`src/rtl/axi_err_slv_if.sv`:
```
// AXI4 bus bundle used by the error slave: full AW/W/B/AR/R channel set with
// Slave and Master views.
interface AXI_BUS #(
    parameter int unsigned AXI_ADDR_WIDTH = 64,
    parameter int unsigned AXI_DATA_WIDTH = 64,
    parameter int unsigned AXI_ID_WIDTH   = 4,
    parameter int unsigned AXI_USER_WIDTH = 1
);
    localparam int unsigned StrbWidth = AXI_DATA_WIDTH / 8;

    logic [AXI_ID_WIDTH-1:0]   aw_id;
    logic [AXI_ADDR_WIDTH-1:0] aw_addr;
    logic [7:0]                aw_len;
    logic [2:0]                aw_size;
    logic [1:0]                aw_burst;
    logic                      aw_lock;
    logic [3:0]                aw_cache;
    logic [2:0]                aw_prot;
    logic [3:0]                aw_qos;
    logic [3:0]                aw_region;
    logic [AXI_USER_WIDTH-1:0] aw_user;
    logic                      aw_valid;
    logic                      aw_ready;

    logic [AXI_DATA_WIDTH-1:0] w_data;
    logic [StrbWidth-1:0]      w_strb;
    logic                      w_last;
    logic [AXI_USER_WIDTH-1:0] w_user;
    logic                      w_valid;
    logic                      w_ready;

    logic [AXI_ID_WIDTH-1:0]   b_id;
    logic [1:0]                b_resp;
    logic [AXI_USER_WIDTH-1:0] b_user;
    logic                      b_valid;
    logic                      b_ready;

    logic [AXI_ID_WIDTH-1:0]   ar_id;
    logic [AXI_ADDR_WIDTH-1:0] ar_addr;
    logic [7:0]                ar_len;
    logic [2:0]                ar_size;
    logic [1:0]                ar_burst;
    logic                      ar_lock;
    logic [3:0]                ar_cache;
    logic [2:0]                ar_prot;
    logic [3:0]                ar_qos;
    logic [3:0]                ar_region;
    logic [AXI_USER_WIDTH-1:0] ar_user;
    logic                      ar_valid;
    logic                      ar_ready;

    logic [AXI_ID_WIDTH-1:0]   r_id;
    logic [AXI_DATA_WIDTH-1:0] r_data;
    logic [1:0]                r_resp;
    logic                      r_last;
    logic [AXI_USER_WIDTH-1:0] r_user;
    logic                      r_valid;
    logic                      r_ready;

    modport Slave (
        input  aw_id, aw_addr, aw_len, aw_size, aw_burst, aw_lock, aw_cache, aw_prot,
               aw_qos, aw_region, aw_user, aw_valid,
        output aw_ready,
        input  w_data, w_strb, w_last, w_user, w_valid,
        output w_ready,
        output b_id, b_resp, b_user, b_valid,
        input  b_ready,
        input  ar_id, ar_addr, ar_len, ar_size, ar_burst, ar_lock, ar_cache, ar_prot,
               ar_qos, ar_region, ar_user, ar_valid,
        output ar_ready,
        output r_id, r_data, r_resp, r_last, r_user, r_valid,
        input  r_ready
    );

    modport Master (
        output aw_id, aw_addr, aw_len, aw_size, aw_burst, aw_lock, aw_cache, aw_prot,
               aw_qos, aw_region, aw_user, aw_valid,
        input  aw_ready,
        output w_data, w_strb, w_last, w_user, w_valid,
        input  w_ready,
        input  b_id, b_resp, b_user, b_valid,
        output b_ready,
        output ar_id, ar_addr, ar_len, ar_size, ar_burst, ar_lock, ar_cache, ar_prot,
               ar_qos, ar_region, ar_user, ar_valid,
        input  ar_ready,
        input  r_id, r_data, r_resp, r_last, r_user, r_valid,
        output r_ready
    );
endinterface

```
`src/rtl/axi_err_slv.sv`:
```
// AXI4 error slave: accepts every AW/AR, drains W data and answers with RespCode.
// Optional error counter / address capture / irq enabled by AXI_ERR_SLV_CNT_EN.

// Handshake rule on every channel: a transfer happens on the rising clk edge where
// valid && ready; a source never withdraws or changes a raised valid before that edge.
module axi_err_slv_fifo #(
    parameter int unsigned Width = 4,
    parameter int unsigned Depth = 4
) (
    input  logic             clk,
    input  logic             rst,
    input  logic             push,
    input  logic             pop,
    input  logic [Width-1:0] wdata,
    output logic [Width-1:0] rdata,
    output logic             empty,
    output logic             ready
);
    localparam int unsigned PtrW = (Depth > 1) ? $clog2(Depth) : 1;
    localparam int unsigned CntW = $clog2(Depth + 1);

    logic [Width-1:0] mem [Depth];
    logic [PtrW-1:0]  wr_ptr;
    logic [PtrW-1:0]  rd_ptr;
    logic [CntW-1:0]  cnt;
    logic [CntW-1:0]  cnt_next;
    logic             full;
    logic             do_push;
    logic             do_pop;

    assign full    = (cnt == CntW'(Depth));
    assign empty   = (cnt == '0);
    assign do_pop  = pop && !empty;
    // A full FIFO still takes a write when the head leaves in the same cycle.
    assign do_push = push && (!full || do_pop);
    assign rdata   = mem[rd_ptr];

    always_comb begin
        cnt_next = cnt;
        if (do_push && !do_pop) begin
            cnt_next = cnt + 1'b1;
        end else if (do_pop && !do_push) begin
            cnt_next = cnt - 1'b1;
        end
    end

    always_ff @(posedge clk or posedge rst) begin
        if (rst) begin
            wr_ptr <= '0;
            rd_ptr <= '0;
            cnt    <= '0;
            ready  <= 1'b0;
        end else begin
            cnt   <= cnt_next;
            ready <= (cnt_next != CntW'(Depth));
            if (do_push) begin
                wr_ptr <= (wr_ptr == PtrW'(Depth - 1)) ? '0 : wr_ptr + 1'b1;
            end
            if (do_pop) begin
                rd_ptr <= (rd_ptr == PtrW'(Depth - 1)) ? '0 : rd_ptr + 1'b1;
            end
        end
    end

    always_ff @(posedge clk) begin
        if (do_push) begin
            mem[wr_ptr] <= wdata;
        end
    end
endmodule

module axi_err_slv #(
    parameter int unsigned AxiAddrWidth = 64,
    parameter int unsigned AxiDataWidth = 64,
    parameter int unsigned AxiIdWidth   = 4,
    parameter int unsigned AxiUserWidth = 1,
    parameter logic [1:0]  RespCode     = 2'b10,
    parameter logic [63:0] RespData     = 64'hdeadbeef,
    parameter int unsigned MaxTrans     = 4,
    parameter int unsigned CntWidth     = 16
) (
    input  logic                    clk_i,
    input  logic                    rst_i,
    AXI_BUS.Slave                   slave,
    output logic [CntWidth-1:0]     err_cnt_o,
    output logic [AxiAddrWidth-1:0] err_addr_o,
    output logic                    err_irq_o
);
    localparam logic [AxiDataWidth-1:0] RespDataW = AxiDataWidth'(RespData);

    typedef enum logic [1:0] {W_IDLE, W_DATA, W_RESP} w_state_e;
    typedef enum logic       {R_IDLE, R_DATA}         r_state_e;

    typedef struct packed {
        w_state_e w_state;
        r_state_e r_state;
    } dbg_state_t;

    w_state_e              w_state;
    r_state_e              r_state;
    dbg_state_t            dbg_state;

    logic                  aw_hs;
    logic                  ar_hs;
    logic                  aw_pop;
    logic                  ar_pop;
    logic                  aw_empty;
    logic                  ar_empty;
    logic                  aw_fifo_ready;
    logic                  ar_fifo_ready;
    logic [AxiIdWidth-1:0] aw_head;
    logic [AxiIdWidth+7:0] ar_head;

    logic                  w_ready_q;
    logic                  b_valid_q;
    logic [AxiIdWidth-1:0] b_id_q;
    logic                  r_valid_q;
    logic                  r_last_q;
    logic [AxiIdWidth-1:0] r_id_q;
    logic [7:0]            beat_cnt;

    assign aw_hs  = slave.aw_valid && aw_fifo_ready;
    assign ar_hs  = slave.ar_valid && ar_fifo_ready;
    assign aw_pop = (w_state == W_RESP) && slave.b_ready;
    assign ar_pop = (r_state == R_DATA) && slave.r_ready && r_last_q;

    assign dbg_state = '{w_state: w_state, r_state: r_state};

    axi_err_slv_fifo #(
        .Width (AxiIdWidth),
        .Depth (MaxTrans)
    ) i_aw_fifo (
        .clk   (clk_i),
        .rst   (rst_i),
        .push  (aw_hs),
        .pop   (aw_pop),
        .wdata (slave.aw_id),
        .rdata (aw_head),
        .empty (aw_empty),
        .ready (aw_fifo_ready)
    );

    axi_err_slv_fifo #(
        .Width (AxiIdWidth + 8),
        .Depth (MaxTrans)
    ) i_ar_fifo (
        .clk   (clk_i),
        .rst   (rst_i),
        .push  (ar_hs),
        .pop   (ar_pop),
        .wdata ({slave.ar_id, slave.ar_len}),
        .rdata (ar_head),
        .empty (ar_empty),
        .ready (ar_fifo_ready)
    );

    // Write path: W beats are only accepted once their AW sits at the FIFO head.
    always_ff @(posedge clk_i or posedge rst_i) begin
        if (rst_i) begin
            w_state   <= W_IDLE;
            w_ready_q <= 1'b0;
            b_valid_q <= 1'b0;
            b_id_q    <= '0;
        end else begin
            case (w_state)
                W_IDLE: begin
                    if (!aw_empty) begin
                        w_state   <= W_DATA;
                        w_ready_q <= 1'b1;
                    end
                end
                W_DATA: begin
                    if (slave.w_valid && slave.w_last) begin
                        w_state   <= W_RESP;
                        w_ready_q <= 1'b0;
                        b_valid_q <= 1'b1;
                        b_id_q    <= aw_head;
                    end
                end
                W_RESP: begin
                    if (slave.b_ready) begin
                        w_state   <= W_IDLE;
                        b_valid_q <= 1'b0;
                    end
                end
                default: begin
                    w_state   <= W_IDLE;
                    w_ready_q <= 1'b0;
                    b_valid_q <= 1'b0;
                end
            endcase
        end
    end

    // Read path: beat_cnt holds the beats still to follow the one on the bus.
    always_ff @(posedge clk_i or posedge rst_i) begin
        if (rst_i) begin
            r_state   <= R_IDLE;
            r_valid_q <= 1'b0;
            r_last_q  <= 1'b0;
            r_id_q    <= '0;
            beat_cnt  <= '0;
        end else begin
            case (r_state)
                R_IDLE: begin
                    if (!ar_empty) begin
                        r_state   <= R_DATA;
                        r_valid_q <= 1'b1;
                        r_id_q    <= ar_head[AxiIdWidth+7:8];
                        beat_cnt  <= ar_head[7:0];
                        r_last_q  <= (ar_head[7:0] == 8'd0);
                    end
                end
                R_DATA: begin
                    if (slave.r_ready) begin
                        if (r_last_q) begin
                            r_state   <= R_IDLE;
                            r_valid_q <= 1'b0;
                            r_last_q  <= 1'b0;
                        end else begin
                            beat_cnt <= beat_cnt - 1'b1;
                            r_last_q <= (beat_cnt == 8'd1);
                        end
                    end
                end
                default: begin
                    r_state   <= R_IDLE;
                    r_valid_q <= 1'b0;
                    r_last_q  <= 1'b0;
                end
            endcase
        end
    end

    assign slave.aw_ready = aw_fifo_ready;
    assign slave.ar_ready = ar_fifo_ready;
    assign slave.w_ready  = w_ready_q;
    assign slave.b_valid  = b_valid_q;
    assign slave.b_id     = b_id_q;
    assign slave.b_resp   = RespCode;
    assign slave.b_user   = '0;
    assign slave.r_valid  = r_valid_q;
    assign slave.r_id     = r_id_q;
    assign slave.r_data   = RespDataW;
    assign slave.r_resp   = RespCode;
    assign slave.r_last   = r_last_q;
    assign slave.r_user   = '0;

`ifdef AXI_ERR_SLV_CNT_EN
    logic                b_done;
    logic                r_done;
    logic [1:0]          inc;
    logic [CntWidth:0]   cnt_sum;
    logic [CntWidth-1:0] err_cnt_q;

    assign b_done  = b_valid_q && slave.b_ready;
    assign r_done  = r_valid_q && slave.r_ready && r_last_q;
    assign inc     = {1'b0, b_done} + {1'b0, r_done};
    assign cnt_sum = {1'b0, err_cnt_q} + (CntWidth + 1)'(inc);

    always_ff @(posedge clk_i or posedge rst_i) begin
        if (rst_i) begin
            err_cnt_q  <= '0;
            err_addr_o <= '0;
            err_irq_o  <= 1'b0;
        end else begin
            err_cnt_q <= cnt_sum[CntWidth] ? '1 : cnt_sum[CntWidth-1:0];
            err_irq_o <= b_done || r_done;
            if (ar_hs) begin
                err_addr_o <= slave.ar_addr;
            end else if (aw_hs) begin
                err_addr_o <= slave.aw_addr;
            end
        end
    end

    assign err_cnt_o = err_cnt_q;
`else
    logic unused_addr;
    assign unused_addr = ^{slave.aw_addr, slave.ar_addr};

    assign err_cnt_o  = '0;
    assign err_addr_o = '0;
    assign err_irq_o  = 1'b0;
`endif

    // Request attributes and write payload carry no meaning for an error responder.
    logic unused_fields;
    assign unused_fields = ^{slave.aw_len, slave.aw_size, slave.aw_burst, slave.aw_lock,
                             slave.aw_cache, slave.aw_prot, slave.aw_qos, slave.aw_region,
                             slave.aw_user, slave.w_data, slave.w_strb, slave.w_user,
                             slave.ar_size, slave.ar_burst, slave.ar_lock, slave.ar_cache,
                             slave.ar_prot, slave.ar_qos, slave.ar_region, slave.ar_user,
                             w_ready_q, dbg_state};
endmodule

```
`src/flat_wrapper.sv`:
```
// flat-port wrapper written by rule: the top's interface ports become plain ports
module axi_err_slv_flat 
#(
    parameter int unsigned AxiAddrWidth = 64,
    parameter int unsigned AxiDataWidth = 64,
    parameter int unsigned AxiIdWidth   = 4,
    parameter int unsigned AxiUserWidth = 1,
    parameter logic [1:0]  RespCode     = 2'b10,
    parameter logic [63:0] RespData     = 64'hdeadbeef,
    parameter int unsigned MaxTrans     = 4,
    parameter int unsigned CntWidth     = 16
)
  (clk_i, rst_i, err_cnt_o, err_addr_o, err_irq_o, slave_aw_id, slave_aw_addr, slave_aw_len, slave_aw_size, slave_aw_burst, slave_aw_lock, slave_aw_cache, slave_aw_prot, slave_aw_qos, slave_aw_region, slave_aw_user, slave_aw_valid, slave_aw_ready, slave_w_data, slave_w_strb, slave_w_last, slave_w_user, slave_w_valid, slave_w_ready, slave_b_id, slave_b_resp, slave_b_user, slave_b_valid, slave_b_ready, slave_ar_id, slave_ar_addr, slave_ar_len, slave_ar_size, slave_ar_burst, slave_ar_lock, slave_ar_cache, slave_ar_prot, slave_ar_qos, slave_ar_region, slave_ar_user, slave_ar_valid, slave_ar_ready, slave_r_id, slave_r_data, slave_r_resp, slave_r_last, slave_r_user, slave_r_valid, slave_r_ready);
  AXI_BUS #(.AXI_ADDR_WIDTH((64)), .AXI_DATA_WIDTH((64)), .AXI_ID_WIDTH((4)), .AXI_USER_WIDTH((1))) slave_i ();
  input  logic clk_i;
  input  logic rst_i;
  output logic [CntWidth-1:0] err_cnt_o;
  output logic [AxiAddrWidth-1:0] err_addr_o;
  output logic err_irq_o;
  input wire logic [$bits(slave_i.aw_id)-1:0] slave_aw_id;
  input wire logic [$bits(slave_i.aw_addr)-1:0] slave_aw_addr;
  input wire logic [$bits(slave_i.aw_len)-1:0] slave_aw_len;
  input wire logic [$bits(slave_i.aw_size)-1:0] slave_aw_size;
  input wire logic [$bits(slave_i.aw_burst)-1:0] slave_aw_burst;
  input wire logic [$bits(slave_i.aw_lock)-1:0] slave_aw_lock;
  input wire logic [$bits(slave_i.aw_cache)-1:0] slave_aw_cache;
  input wire logic [$bits(slave_i.aw_prot)-1:0] slave_aw_prot;
  input wire logic [$bits(slave_i.aw_qos)-1:0] slave_aw_qos;
  input wire logic [$bits(slave_i.aw_region)-1:0] slave_aw_region;
  input wire logic [$bits(slave_i.aw_user)-1:0] slave_aw_user;
  input wire logic [$bits(slave_i.aw_valid)-1:0] slave_aw_valid;
  output wire logic [$bits(slave_i.aw_ready)-1:0] slave_aw_ready;
  input wire logic [$bits(slave_i.w_data)-1:0] slave_w_data;
  input wire logic [$bits(slave_i.w_strb)-1:0] slave_w_strb;
  input wire logic [$bits(slave_i.w_last)-1:0] slave_w_last;
  input wire logic [$bits(slave_i.w_user)-1:0] slave_w_user;
  input wire logic [$bits(slave_i.w_valid)-1:0] slave_w_valid;
  output wire logic [$bits(slave_i.w_ready)-1:0] slave_w_ready;
  output wire logic [$bits(slave_i.b_id)-1:0] slave_b_id;
  output wire logic [$bits(slave_i.b_resp)-1:0] slave_b_resp;
  output wire logic [$bits(slave_i.b_user)-1:0] slave_b_user;
  output wire logic [$bits(slave_i.b_valid)-1:0] slave_b_valid;
  input wire logic [$bits(slave_i.b_ready)-1:0] slave_b_ready;
  input wire logic [$bits(slave_i.ar_id)-1:0] slave_ar_id;
  input wire logic [$bits(slave_i.ar_addr)-1:0] slave_ar_addr;
  input wire logic [$bits(slave_i.ar_len)-1:0] slave_ar_len;
  input wire logic [$bits(slave_i.ar_size)-1:0] slave_ar_size;
  input wire logic [$bits(slave_i.ar_burst)-1:0] slave_ar_burst;
  input wire logic [$bits(slave_i.ar_lock)-1:0] slave_ar_lock;
  input wire logic [$bits(slave_i.ar_cache)-1:0] slave_ar_cache;
  input wire logic [$bits(slave_i.ar_prot)-1:0] slave_ar_prot;
  input wire logic [$bits(slave_i.ar_qos)-1:0] slave_ar_qos;
  input wire logic [$bits(slave_i.ar_region)-1:0] slave_ar_region;
  input wire logic [$bits(slave_i.ar_user)-1:0] slave_ar_user;
  input wire logic [$bits(slave_i.ar_valid)-1:0] slave_ar_valid;
  output wire logic [$bits(slave_i.ar_ready)-1:0] slave_ar_ready;
  output wire logic [$bits(slave_i.r_id)-1:0] slave_r_id;
  output wire logic [$bits(slave_i.r_data)-1:0] slave_r_data;
  output wire logic [$bits(slave_i.r_resp)-1:0] slave_r_resp;
  output wire logic [$bits(slave_i.r_last)-1:0] slave_r_last;
  output wire logic [$bits(slave_i.r_user)-1:0] slave_r_user;
  output wire logic [$bits(slave_i.r_valid)-1:0] slave_r_valid;
  input wire logic [$bits(slave_i.r_ready)-1:0] slave_r_ready;
  assign slave_i.aw_id = slave_aw_id;
  assign slave_i.aw_addr = slave_aw_addr;
  assign slave_i.aw_len = slave_aw_len;
  assign slave_i.aw_size = slave_aw_size;
  assign slave_i.aw_burst = slave_aw_burst;
  assign slave_i.aw_lock = slave_aw_lock;
  assign slave_i.aw_cache = slave_aw_cache;
  assign slave_i.aw_prot = slave_aw_prot;
  assign slave_i.aw_qos = slave_aw_qos;
  assign slave_i.aw_region = slave_aw_region;
  assign slave_i.aw_user = slave_aw_user;
  assign slave_i.aw_valid = slave_aw_valid;
  assign slave_aw_ready = slave_i.aw_ready;
  assign slave_i.w_data = slave_w_data;
  assign slave_i.w_strb = slave_w_strb;
  assign slave_i.w_last = slave_w_last;
  assign slave_i.w_user = slave_w_user;
  assign slave_i.w_valid = slave_w_valid;
  assign slave_w_ready = slave_i.w_ready;
  assign slave_b_id = slave_i.b_id;
  assign slave_b_resp = slave_i.b_resp;
  assign slave_b_user = slave_i.b_user;
  assign slave_b_valid = slave_i.b_valid;
  assign slave_i.b_ready = slave_b_ready;
  assign slave_i.ar_id = slave_ar_id;
  assign slave_i.ar_addr = slave_ar_addr;
  assign slave_i.ar_len = slave_ar_len;
  assign slave_i.ar_size = slave_ar_size;
  assign slave_i.ar_burst = slave_ar_burst;
  assign slave_i.ar_lock = slave_ar_lock;
  assign slave_i.ar_cache = slave_ar_cache;
  assign slave_i.ar_prot = slave_ar_prot;
  assign slave_i.ar_qos = slave_ar_qos;
  assign slave_i.ar_region = slave_ar_region;
  assign slave_i.ar_user = slave_ar_user;
  assign slave_i.ar_valid = slave_ar_valid;
  assign slave_ar_ready = slave_i.ar_ready;
  assign slave_r_id = slave_i.r_id;
  assign slave_r_data = slave_i.r_data;
  assign slave_r_resp = slave_i.r_resp;
  assign slave_r_last = slave_i.r_last;
  assign slave_r_user = slave_i.r_user;
  assign slave_r_valid = slave_i.r_valid;
  assign slave_i.r_ready = slave_r_ready;
  axi_err_slv #(.AxiAddrWidth(AxiAddrWidth), .AxiDataWidth(AxiDataWidth), .AxiIdWidth(AxiIdWidth), .AxiUserWidth(AxiUserWidth), .RespCode(RespCode), .RespData(RespData), .MaxTrans(MaxTrans), .CntWidth(CntWidth)) u_core (.clk_i(clk_i), .rst_i(rst_i), .slave(slave_i), .err_cnt_o(err_cnt_o), .err_addr_o(err_addr_o), .err_irq_o(err_irq_o));
endmodule
```
`config.mk`:
```
export PLATFORM = sky130hd
export DESIGN_NAME = axi_err_slv_flat
export DESIGN_NICKNAME = d
export VERILOG_FILES = /design/src/rtl/axi_err_slv_if.sv /design/src/rtl/axi_err_slv.sv /design/src/flat_wrapper.sv
export SDC_FILE = /design/constraint.sdc
export NUM_CORES = 1
export LEC_CHECK = 0
export BUFFER_PORTS_ARGS = -buffer_cell sky130_fd_sc_hd__buf_2
export CORE_AREA = 2 2 172 174
export CTS_CLUSTER_DIAMETER = 30
export DETAILED_ROUTE_END_ITERATION = 12
export DIE_AREA = 0 0 174 176
export GPL_TIMING_DRIVEN = 0
export PLACE_DENSITY = 0.48
export SKIP_CTS_REPAIR_TIMING = 1
export SLEW_MARGIN = 20
export SYNTH_ARGS = -nofsm -noshare
export SYNTH_HDL_FRONTEND = slang
export SYNTH_HIERARCHICAL = 1
export SYNTH_SLANG_ARGS = --single-unit
```
`constraint.sdc`:
```
create_clock -name clk_i -period 2.2 [get_ports clk_i]
set_clock_uncertainty 0.2 [all_clocks]
set_input_delay 0.44 -clock clk_i [delete_from_list [all_inputs] [get_ports clk_i]]
set_output_delay 0.44 -clock clk_i [all_outputs]
set_load 0.01 [all_outputs]
```
**Yosys cells after proc, flatten, opt, wreduce, memory -nomap -nowiden**

Memory sizes are Yosys's and may differ from the RTL's. A register that Yosys moved wholly into a read port is not among the register bits.
Index checks and enable logic that the tools add are counted.

- Logic and storage cells: 123
- Output and inout port bits: 165
- Bits in registers: 35
- Bits in writable memories: 64
- Memories: 2

Memories:

| name | depth | bits a word | read ports | clocked after Yosys merged registers in | write ports | RTL line | text |
|---|---|---|---|---|---|---|---|
| u_core.i_ar_fifo.mem | 4 | 12 | 1 | 0 | 1 | axi_err_slv.sv:22 | `logic [Width-1:0] mem [Depth];` |
| u_core.i_aw_fifo.mem | 4 | 4 | 1 | 1 | 1 | axi_err_slv.sv:22 |  |

- Equal/unequal tests: 18
- Bitwise logic cells: 4
- Add/subtract/negate cells: 9
- Muxes and demuxes: 38
- Reduce and logical (&&, ||, !) cells: 36

Operators with widths:

| operator | count |
|---|---|
| $mux W8 | 3 |
| $mux W1 | 17 |
| $pmux W8 S2 | 1 |
| $reduce_and A3 Y1 | 5 |
| $logic_and A1 B1 Y1 | 14 |
| $mux W2 | 7 |
| $mux W3 | 4 |
| $ne A2 B2 Y1 const B | 6 |
| $eq A2 B2 Y1 const B | 5 |
| $add A2 B1 Y2 const B | 4 |
| $eq A8 B1 Y1 const B | 1 |
| $logic_not A1 Y1 | 8 |
| $logic_not A8 Y1 | 1 |
| $sub A8 B1 Y8 const B | 1 |
| $add A3 B1 Y3 const B | 2 |
| $eq A3 B3 Y1 const B | 2 |
| $logic_not A3 Y1 | 2 |
| $ne A3 B3 Y1 const B | 2 |
| $pmux W1 S2 | 3 |
| $pmux W1 S3 | 2 |
| $pmux W2 S3 | 1 |
| $reduce_and A2 Y1 | 3 |
| $sub A3 B1 Y3 const B | 2 |
| $not A1 Y1 | 4 |
| 4 further kinds | 5 |

**Longest topological paths before layout**

Gate-level depths: netlist of run 1.

- Depth in word-level cells: 10
- Mapped depth: 8
- Gate-level depth less buffers: 8

**By module**

Netlist of run 1, hierarchy kept.

By module, submodules not included:

| module | sequential area each (µm²) | area each (µm²) | cells each | times used |
|---|---|---|---|---|
| axi_err_slv_fifo at u_core.i_ar_fifo | 1,641.6 | 2,341.0 | 126 | 1 |
| axi_err_slv | 575.6 | 2,306.0 | 269 | 1 |
| axi_err_slv_fifo at u_core.i_aw_fifo | 680.7 | 1,174.9 | 86 | 1 |

**Worst setup path after synthesis of run 1**

Ideal clock, no wire load.

- Kind: reg-to-reg
- Start: register u_core.r_state
- End: memory u_core/i_ar_fifo/mem[3][0] (netlist name) (enable)
- Setup time: 355 ps
- Path slack: -26 ps
- Stages on the path, launching flop included: 6
- Arrival: 1,672 ps
- Period minus slack after synthesis: 2,226 ps
- Required time: 1,645 ps
- Path buffers: 2
- Path through: dfrtp_1 -> buf_2 -> clkbuf_1 -> and3_1 -> o21a_1 -> and2_1

- Longest elaborated chain between the ends: 7

RTL lines:

| what | RTL line | text |
|---|---|---|
| start, declared | axi_err_slv.sv:100 | `r_state_e r_state;` |
| start signal, assigned | axi_err_slv.sv:198 | `r_state <= R_IDLE;` |
| start signal, assigned | axi_err_slv.sv:207 | `r_state <= R_DATA;` |
| start signal, assigned | axi_err_slv.sv:217 | `r_state <= R_IDLE;` |
| $logic_and A1 B1 Y1 (2 in series) | axi_err_slv.sv:125 | `assign ar_pop = (r_state == R_DATA) && slave.r_ready && r_last_q;` |
| named net u_core.ar_pop | axi_err_slv.sv:106 | `logic ar_pop;` |
| $logic_and A1 B1 Y1 | axi_err_slv.sv:33 | `assign do_pop = pop && !empty;` |
| $logic_or A1 B1 Y1 | axi_err_slv.sv:35 | `assign do_push = push && (!full \|\| do_pop);` |
| $logic_and A1 B1 Y1 | axi_err_slv.sv:35 |  |
| $mux W1 | axi_err_slv.sv:66 | `if (do_push) begin` |
| $mux W1 (not written as such) | axi_err_slv.sv:67 | `mem[wr_ptr] <= wdata;` |
| end, declared | axi_err_slv.sv:22 |  |

The timed path passes the listed nets, and every way through them passes these cells.

**Worst setup path after layout of run 1**

- Start: register u_core.i_ar_fifo.rd_ptr[0]
- End: register u_core.r_last_q, in the netlist u_core/slave.r_last

- Longest elaborated chain between the ends: 4

RTL lines:

| what | RTL line | text |
|---|---|---|
| start, declared | axi_err_slv.sv:24 | `logic [PtrW-1:0] rd_ptr;` |
| start signal, assigned | axi_err_slv.sv:60 | `rd_ptr <= (rd_ptr == PtrW'(Depth - 1)) ? '0 : rd_ptr + 1'b1;` |
| $mem_v2 Z4 W12 | - |  |
| named net u_core.ar_head[2] | axi_err_slv.sv:112 | `logic [AxiIdWidth+7:0] ar_head;` |
| $logic_not A8 Y1 | axi_err_slv.sv:211 | `r_last_q <= (ar_head[7:0] == 8'd0);` |
| $mux W1 | axi_err_slv.sv:206 | `if (!ar_empty) begin` |
| $pmux W1 S2 | axi_err_slv.sv:204 | `case (r_state)` |
| end signal, assigned | axi_err_slv.sv:211 |  |
| end signal, assigned | axi_err_slv.sv:222 | `r_last_q <= (beat_cnt == 8'd1);` |
| end, declared | axi_err_slv.sv:118 | `logic r_last_q;` |

The timed path passes the listed nets, and every way through them passes these cells. The select of a mux whose other input is x is not followed.
A chain may end at the register's enable or synchronous reset.

==> metrics.md, run 1 <==
| Metric | Value |
|---|---|
| Outcome | finished clean |
| CTS H-Tree Depth | 3 |
| Later-pin clock latency in the skew report | 0.35 ns |
| Sum Neg Setup Slack | 0 ns |
| Final setup margin | 0.0767 ns |
| R2r startpoint | u_core/i_ar_fifo/rd_ptr[0] |
| Hold EP | u_core/i_aw_fifo/mem[2][0] |
| Starting density of the core | 20.4% |
| Vias | 3591 |
| Share of post-route cells with drive strength above 1 | 39.9% |
| Area leader, netlist | edfxtp_1 |
| Total grt overflow | 0 |
| Syn Area/Cell | 12.1 sq um |
| Dominant cell by count in the synthesized netlist | buf_4 |
| # DRC | 0 |
| GRT Util Overall | 7.10% |
| Tmin final | 2.12 ns |
| Max Freq | 471 MHz |
| Core Region | 28500 sq um |
| CP peak stage delay | 0.55 ns |
| Final net count | 984 |
| Worst slew margin | 59.9% |
| Crit Path Class | flip-flop to flip-flop |
| Final Cycle Share | 96.5% |
| Crit path DAT | 2.18 ns |
| Antenna-violating nets left | 0 |
| P&R area growth vs syn | 29.6% |
| Worst hold stages | 1 |
| Final Hold Vio Count | 0 |
| CTS root buf | clkbuf_16 |
| Worst Setup Start Kind | flip-flop |
| Die Wd | 174 um |
| Die height | 176 um |
| Reg2reg setup slack | 0.08 ns |
| Syn. warnings | 6 |
| Syn Std Cell Area | 5820 sq um |
| CTS Buf Count | 9 |
| Min-delay worst type | input pin to flip-flop |
| Sequential share of the synthesized area | 49.8% |
| Die area | 30600 sq um |
| Site Rows | 62 |
| Max-Cap Viols | 0 |
| Vias in the first global route | 3333 |
| Vias per inst | 3.33 |
| Routed WL | 11.6 mm |
| Total power | 7.45 mW |
| CTS tree | yes |
| Initial antenna violation count | 1 |
| Top-area cell type share of the netlist area | 33.0% |
| Cell count after synthesis | 481 |
| Largest net degree at the start of global routing | 24 |
| Pwr per Cell Area | 988 nW/um^2 |
| Critical-path cell list | buf_6, buf_4, mux4_2, nor4_4, nand3_1, o21a_1, o31ai_1 |
| Area contributors post-synth | edfxtp_1, buf_4, dfrtp_1 |
| Clock buffer depth | 2 |
| Hold Startpoint | slave_aw_id[0] |
| Cell depth of the worst flop-to-flop path | 7 |
| Clock slew at reported path FFs | 0.07 ns |
| Critical-path top delay cell | mux4_2 |
| Slew Limit Fails | 0 |
| Setup crit end kind | flip-flop |
| Primary FF master, synth | edfxtp_1 |
| Post-synthesis register bit count | 103 |
| Final setup viols | 0 |
| TritonCTS Sinks | 103 |
| Pre-antenna DRT Iters | 4 |
| Worst path required time | 2.26 ns |
| Commonest cells in the netlist | buf_4, edfxtp_1, dfrtp_1 |
| Leakage | 3.44 nW |
| Initial DRC Count | 177 |
| Pre-CTS setup slack | -0.453 ns |
| Worst-margin pin slew | 0.601 ns |
| Worst vdd ir | 568 uV |
| Ports | 442 |
| First-pass GRT wire length | 17.3 mm |
| Post-synth ARST share | 37.9% |
| IO buf count | 37 |
| Synth unique cells | 57 |
| Setup crit start | u_core/i_ar_fifo/rd_ptr[0] |
| Worst flop-to-flop path endpoint | u_core/slave.r_last |
| Crit-path max FO | 4 |
| Post-DP HPWL | 8.21 mm |
| WL/cell | 10.8 um |
| EDFF count, synth | 64 |
| GPL Wtd Cong | 0.746 |
layout by cell type (no fill, tap or decap), types with 2 or more instances in the layout:
| cell | n |
|---|---|
| nand4bb_1 | 2 |
| and3_4 | 2 |
| and2_1 | 6 |
| o21a_1 | 2 |
| buf_2 | 41 |
| a31oi_1 | 3 |
| and2_4 | 7 |
| buf_4 | 158 |
| nand3b_1 | 4 |
| dfrtp_1 | 36 |
| nor4_1 | 2 |
| a21o_1 | 2 |
| nor3b_1 | 3 |
| o22ai_1 | 3 |
| inv_1 | 17 |
| and2_2 | 2 |
| dfrtp_2 | 3 |
| nor2_4 | 2 |
| conb_1 | 151 |
| and3_1 | 4 |
| mux4_2 | 16 |
| o21ai_0 | 14 |
| a21oi_1 | 15 |
| mux2_2 | 11 |
| nor2_1 | 14 |
| nand3_1 | 4 |
| nand2_1 | 12 |
| ha_1 | 17 |
| xnor2_1 | 2 |
| nor2b_1 | 6 |
| o31ai_1 | 5 |
| inv_2 | 3 |
| clkbuf_16 | 9 |
| clkinv_4 | 2 |
| nand2b_1 | 8 |
| edfxtp_1 | 64 |
| nor3_1 | 6 |
| clkinv_8 | 3 |
per-layer routing:
metal  global-route usage (%)  vias up  part of all wire (%)
li1                         -     1811                     -
met1                     8.31     1611                    44
met2                     12.2      158                    46
met3                     1.98       11                   9.0
met4                     3.05        0                   1.5
met5                        0        -                     0
how the worst max path moves through the flow:
| stage | cells past startpoint | slack, ns | to |
|---|---|---|---|
| floorplan | 5 | 0.11 | u_core/i_ar_fifo/mem[0][0] |
| global placement | 5 | -0.42 | u_core/i_ar_fifo/mem[1][5] |
| detailed placement | 5 | -0.45 | u_core/i_ar_fifo/mem[1][3] |
| CTS | 5 | -0.44 | u_core/i_ar_fifo/mem[1][1] |
| global route | 7 | -0.003 | u_core/slave.r_last |
| finish | 7 | 0.08 | u_core/slave.r_last |
per-stage QoR:
step	cells	hold WS [ns]	util, %	area (sq um)
after floorplan	630	0.0557	-	6390
after global placement	1051	0.272	24.7	7050
after detailed placement	1051	0.273	24.7	7050
after CTS	1067	-0.109	25.8	7370
after global routing	1078	0.0957	26.4	7540
final	1079	0.0979	26.4	7540
worst max-delay path: cells and delay by family, from the launching register on:
kind                   cells  cell delay (ns)
AOI/OAI and AO/OA          2             0.25
buffers and inverters      2             0.26
DFF                        1             0.38
muxes                      1             0.55
and+or+nand+nor            2             0.39
cell families (layout without fill, tap and decap cells):
logic type	count (synthesis)	in the layout	share of synthesized area [%]
flip-flops	103	103	49.8
other	2	152	0.129
buffers and inverters	179	239	21.6
multiplexers	27	27	8.32
AND/OR/NAND/NOR	88	92	8.75
AO/OA/AOI/OAI	60	60	6.92
adder cells (fa/ha/maj)	20	20	4.23
XOR/XNOR	2	2	0.301
state kept, by name, summed over array words and instances, names as in the netlist, 2 cells and up:
name and flops:
u_core/i_aw_fifo/mem 16, u_core/i_aw_fifo/cnt 3, u_core/slave.b_id 4, u_core/i_ar_fifo/rd_ptr 2
u_core/i_aw_fifo/wr_ptr 2, u_core/i_ar_fifo/mem 48, u_core/slave.r_id 4, u_core/i_ar_fifo/cnt 3
u_core/w_state 2, u_core/i_aw_fifo/rd_ptr 2, u_core/beat_cnt 8, u_core/i_ar_fifo/wr_ptr 2
where the power goes:
part	switching [mW]	internal, mW
registers	0.395	2.63
logic	1.46	1.35
clock network	0.806	0.816
total	2.66	4.79
area by class of cell:
class / count / area, sq um
flip-flops and latches: 103 / 2900
repair buffers: 44 / 240
multi-input cells: 352 / 2330
diodes: 1 / 2.50
clock inverters: 7 / 90.1
plain buffers: 159 / 1200
fillers: 2971 / 21000
clock buffers: 9 / 225
inverters: 20 / 75.1
well taps: 384 / 480
(Power assumes the default switching activity.)
==> run 2: changes to the inputs <==
- MAX_ROUTING_LAYER: not set -> met4
==> run 2 against run 1 <==
  * Sequential power about the same
  * Critical path depth unchanged
  * Global-route usage up 0.21 points
  * Total power about the same
  * Worst setup slack worse by 0.0030 ns
  * Final cell count unchanged
  * Non-clock buffer count unchanged
  * Design area unchanged
  * Count of clock-buffer cells in the layout unchanged
  * Largest power group unchanged
==> metrics.md, run 2 (synthesis results as in run 1) <==
| Metric | Value |
|---|---|
| Outcome | finished clean |
| Worst path bufs/invs | 2 |
| IO buf count | 37 |
| Setup crit end kind | flip-flop |
| Sw Pwr | 2.65 mW |
| Top flop regs | u_core/i_ar_fifo/mem (48), u_core/i_aw_fifo/mem (16), u_core/beat_cnt (8) |
| Vias in the first global route | 3332 |
| Die area | 30600 sq um |
| Pre-antenna DRT Iters | 4 |
| Max FFs per register | 48 |
| Crit Path Class | flip-flop to flip-flop |
| Cell Int Power | 4.79 mW |
| Total grt overflow | 0 |
| Most flops, register | u_core/i_ar_fifo/mem |
| Clock slew at reported path FFs | 0.07 ns |
| Largest net degree at the start of global routing | 24 |
| Critical-path cell list | buf_6, buf_12, mux4_2, nor4_4, nand3_1, o21a_1, o31ai_1 |
| Worst vdd ir | 566 uV |
| Reg2reg setup slack | 0.07 ns |
| Setup crit start | u_core/i_ar_fifo/rd_ptr[0] |
| Clock power frac | 21.8% |
| Most frequent cells in the layout | buf_4, conb_1, edfxtp_1 |
| CP peak stage delay | 0.55 ns |
| Slew Limit Fails | 0 |
| Worst Setup Start Kind | flip-flop |
| # DRC | 0 |
| Multi-input logic area | 2330 sq um |
| Net Sw Frac | 35.6% |
| Routed WL | 11.5 mm |
| Clock buffer depth | 2 |
| Antenna-violating nets left | 0 |
| Die Wd | 174 um |
| Max Freq | 470 MHz |
| Hold Startpoint | slave_aw_id[0] |
| Fillcell total | 2972 |
| Final net count | 984 |
| Later-pin clock latency in the skew report | 0.35 ns |
| CTS Buf Count | 9 |
| GPL Wtd Cong | 0.755 |
| Initial antenna violation count | 1 |
| Vias | 3567 |
| Commonest non-fill, non-tap cell in the layout | buf_4 |
| Die height | 176 um |
| First-pass GRT wire length | 17.3 mm |
| Ports | 442 |
| Worst-margin pin slew | 0.597 ns |
| Final setup viols | 0 |
| Core Region | 28500 sq um |
| Final core occ | 26.4% |
| Worst slew margin | 60.1% |
| Share of post-route cells with drive strength above 1 | 39.9% |
| Crit-path leading delay family | multiplexers |
| Starting density of the core | 20.4% |
| Critical-path top delay cell | mux4_2 |
| Total power | 7.45 mW |
| CTS root buf | clkbuf_16 |
| Tmin final | 2.13 ns |
| Combinational power share | 37.6% |
| Pre-CTS setup slack | -0.453 ns |
| Vias per inst | 3.31 |
| CTS tree | yes |
| Sequential share of power | 40.6% |
| WL/cell | 10.7 um |
| CTS H-Tree Depth | 3 |
| Initial DRC Count | 162 |
| Max-Cap Viols | 0 |
| Leakage | 3.44 nW |
| GRT Util Overall | 7.30% |
| TritonCTS Sinks | 103 |
| Crit-path max FO | 7 |
| Reg area | 2900 sq um |
| Min-delay worst type | input pin to flip-flop |
| Final Hold Vio Count | 0 |
| Post-DP HPWL | 8.21 mm |
| Final Cycle Share | 96.7% |
| R2r startpoint | u_core/i_ar_fifo/rd_ptr[0] |
| Site Rows | 62 |
| Crit path DAT | 2.19 ns |
| P&R area growth vs syn | 29.6% |
| Final setup margin | 0.0737 ns |
| Worst path required time | 2.26 ns |
| Pwr per Cell Area | 987 nW/um^2 |
## run 2: cell counts in the layout (fill, tap and decap cells not counted)
No cell type changed its count.
## run 2: layout make-up
cell class | instances | area share (%)
inverter | 20 | 0.995
sequential | 103 | 38.5
antenna | 1 | 0.0332
multi-input combinational | 352 | 30.9
tap | 384 | 6.37
clock inverter | 7 | 1.19
buffer | 159 | 15.9
timing repair buffer | 44 | 3.18
clock buffer | 9 | 2.99
## run 2: layer usage
layer / up-vias / part of all wire (%) / track usage [%]
met5: - / 0 / -
met4: 0 / 1.2 / 3.05
met3: 14 / 9.4 / 1.96
met2: 159 / 46 / 12.2
met1: 1584 / 44 / 8.33
li1: 1810 / - / -
## run 2: power groups by stage
stage                     combinational [mW]  sequential (mW)  clock, mW
after floorplan                         1.94             2.99          0
after global placement                  2.56             3.05          0
after detailed placement                2.56             3.05          0
after CTS                               2.58             3.02       1.68
after global routing                    3.12             3.11       1.74
final                                   2.80             3.03       1.62
## run 2: per-stage QoR
stage | instance area, sq um | hold slack (ns) | cells | TNS (ns)
floorplan | 6390 | 0.0557 | 630 | 0
global placement | 7050 | 0.272 | 1051 | -24.84
detailed placement | 7050 | 0.273 | 1051 | -25.01
CTS | 7370 | -0.109 | 1067 | -25.43
global route | 7540 | 0.0959 | 1079 | -0.0929
finish | 7540 | 0.0994 | 1079 | 0
## run 2: path summary, 6_finish.rpt
kind                                                   end  depth (start not counted)
worst max-delay path                   u_core/slave.r_last                          7
worst max register to register         u_core/slave.r_last                          7
worst min-delay path            u_core/i_aw_fifo/mem[2][0]                          1
max in group asynchronous             u_core/slave.b_id[2]                          3
worst min register to register        u_core/slave.r_valid                          2
min in group asynchronous           u_core/i_ar_fifo/ready                          3
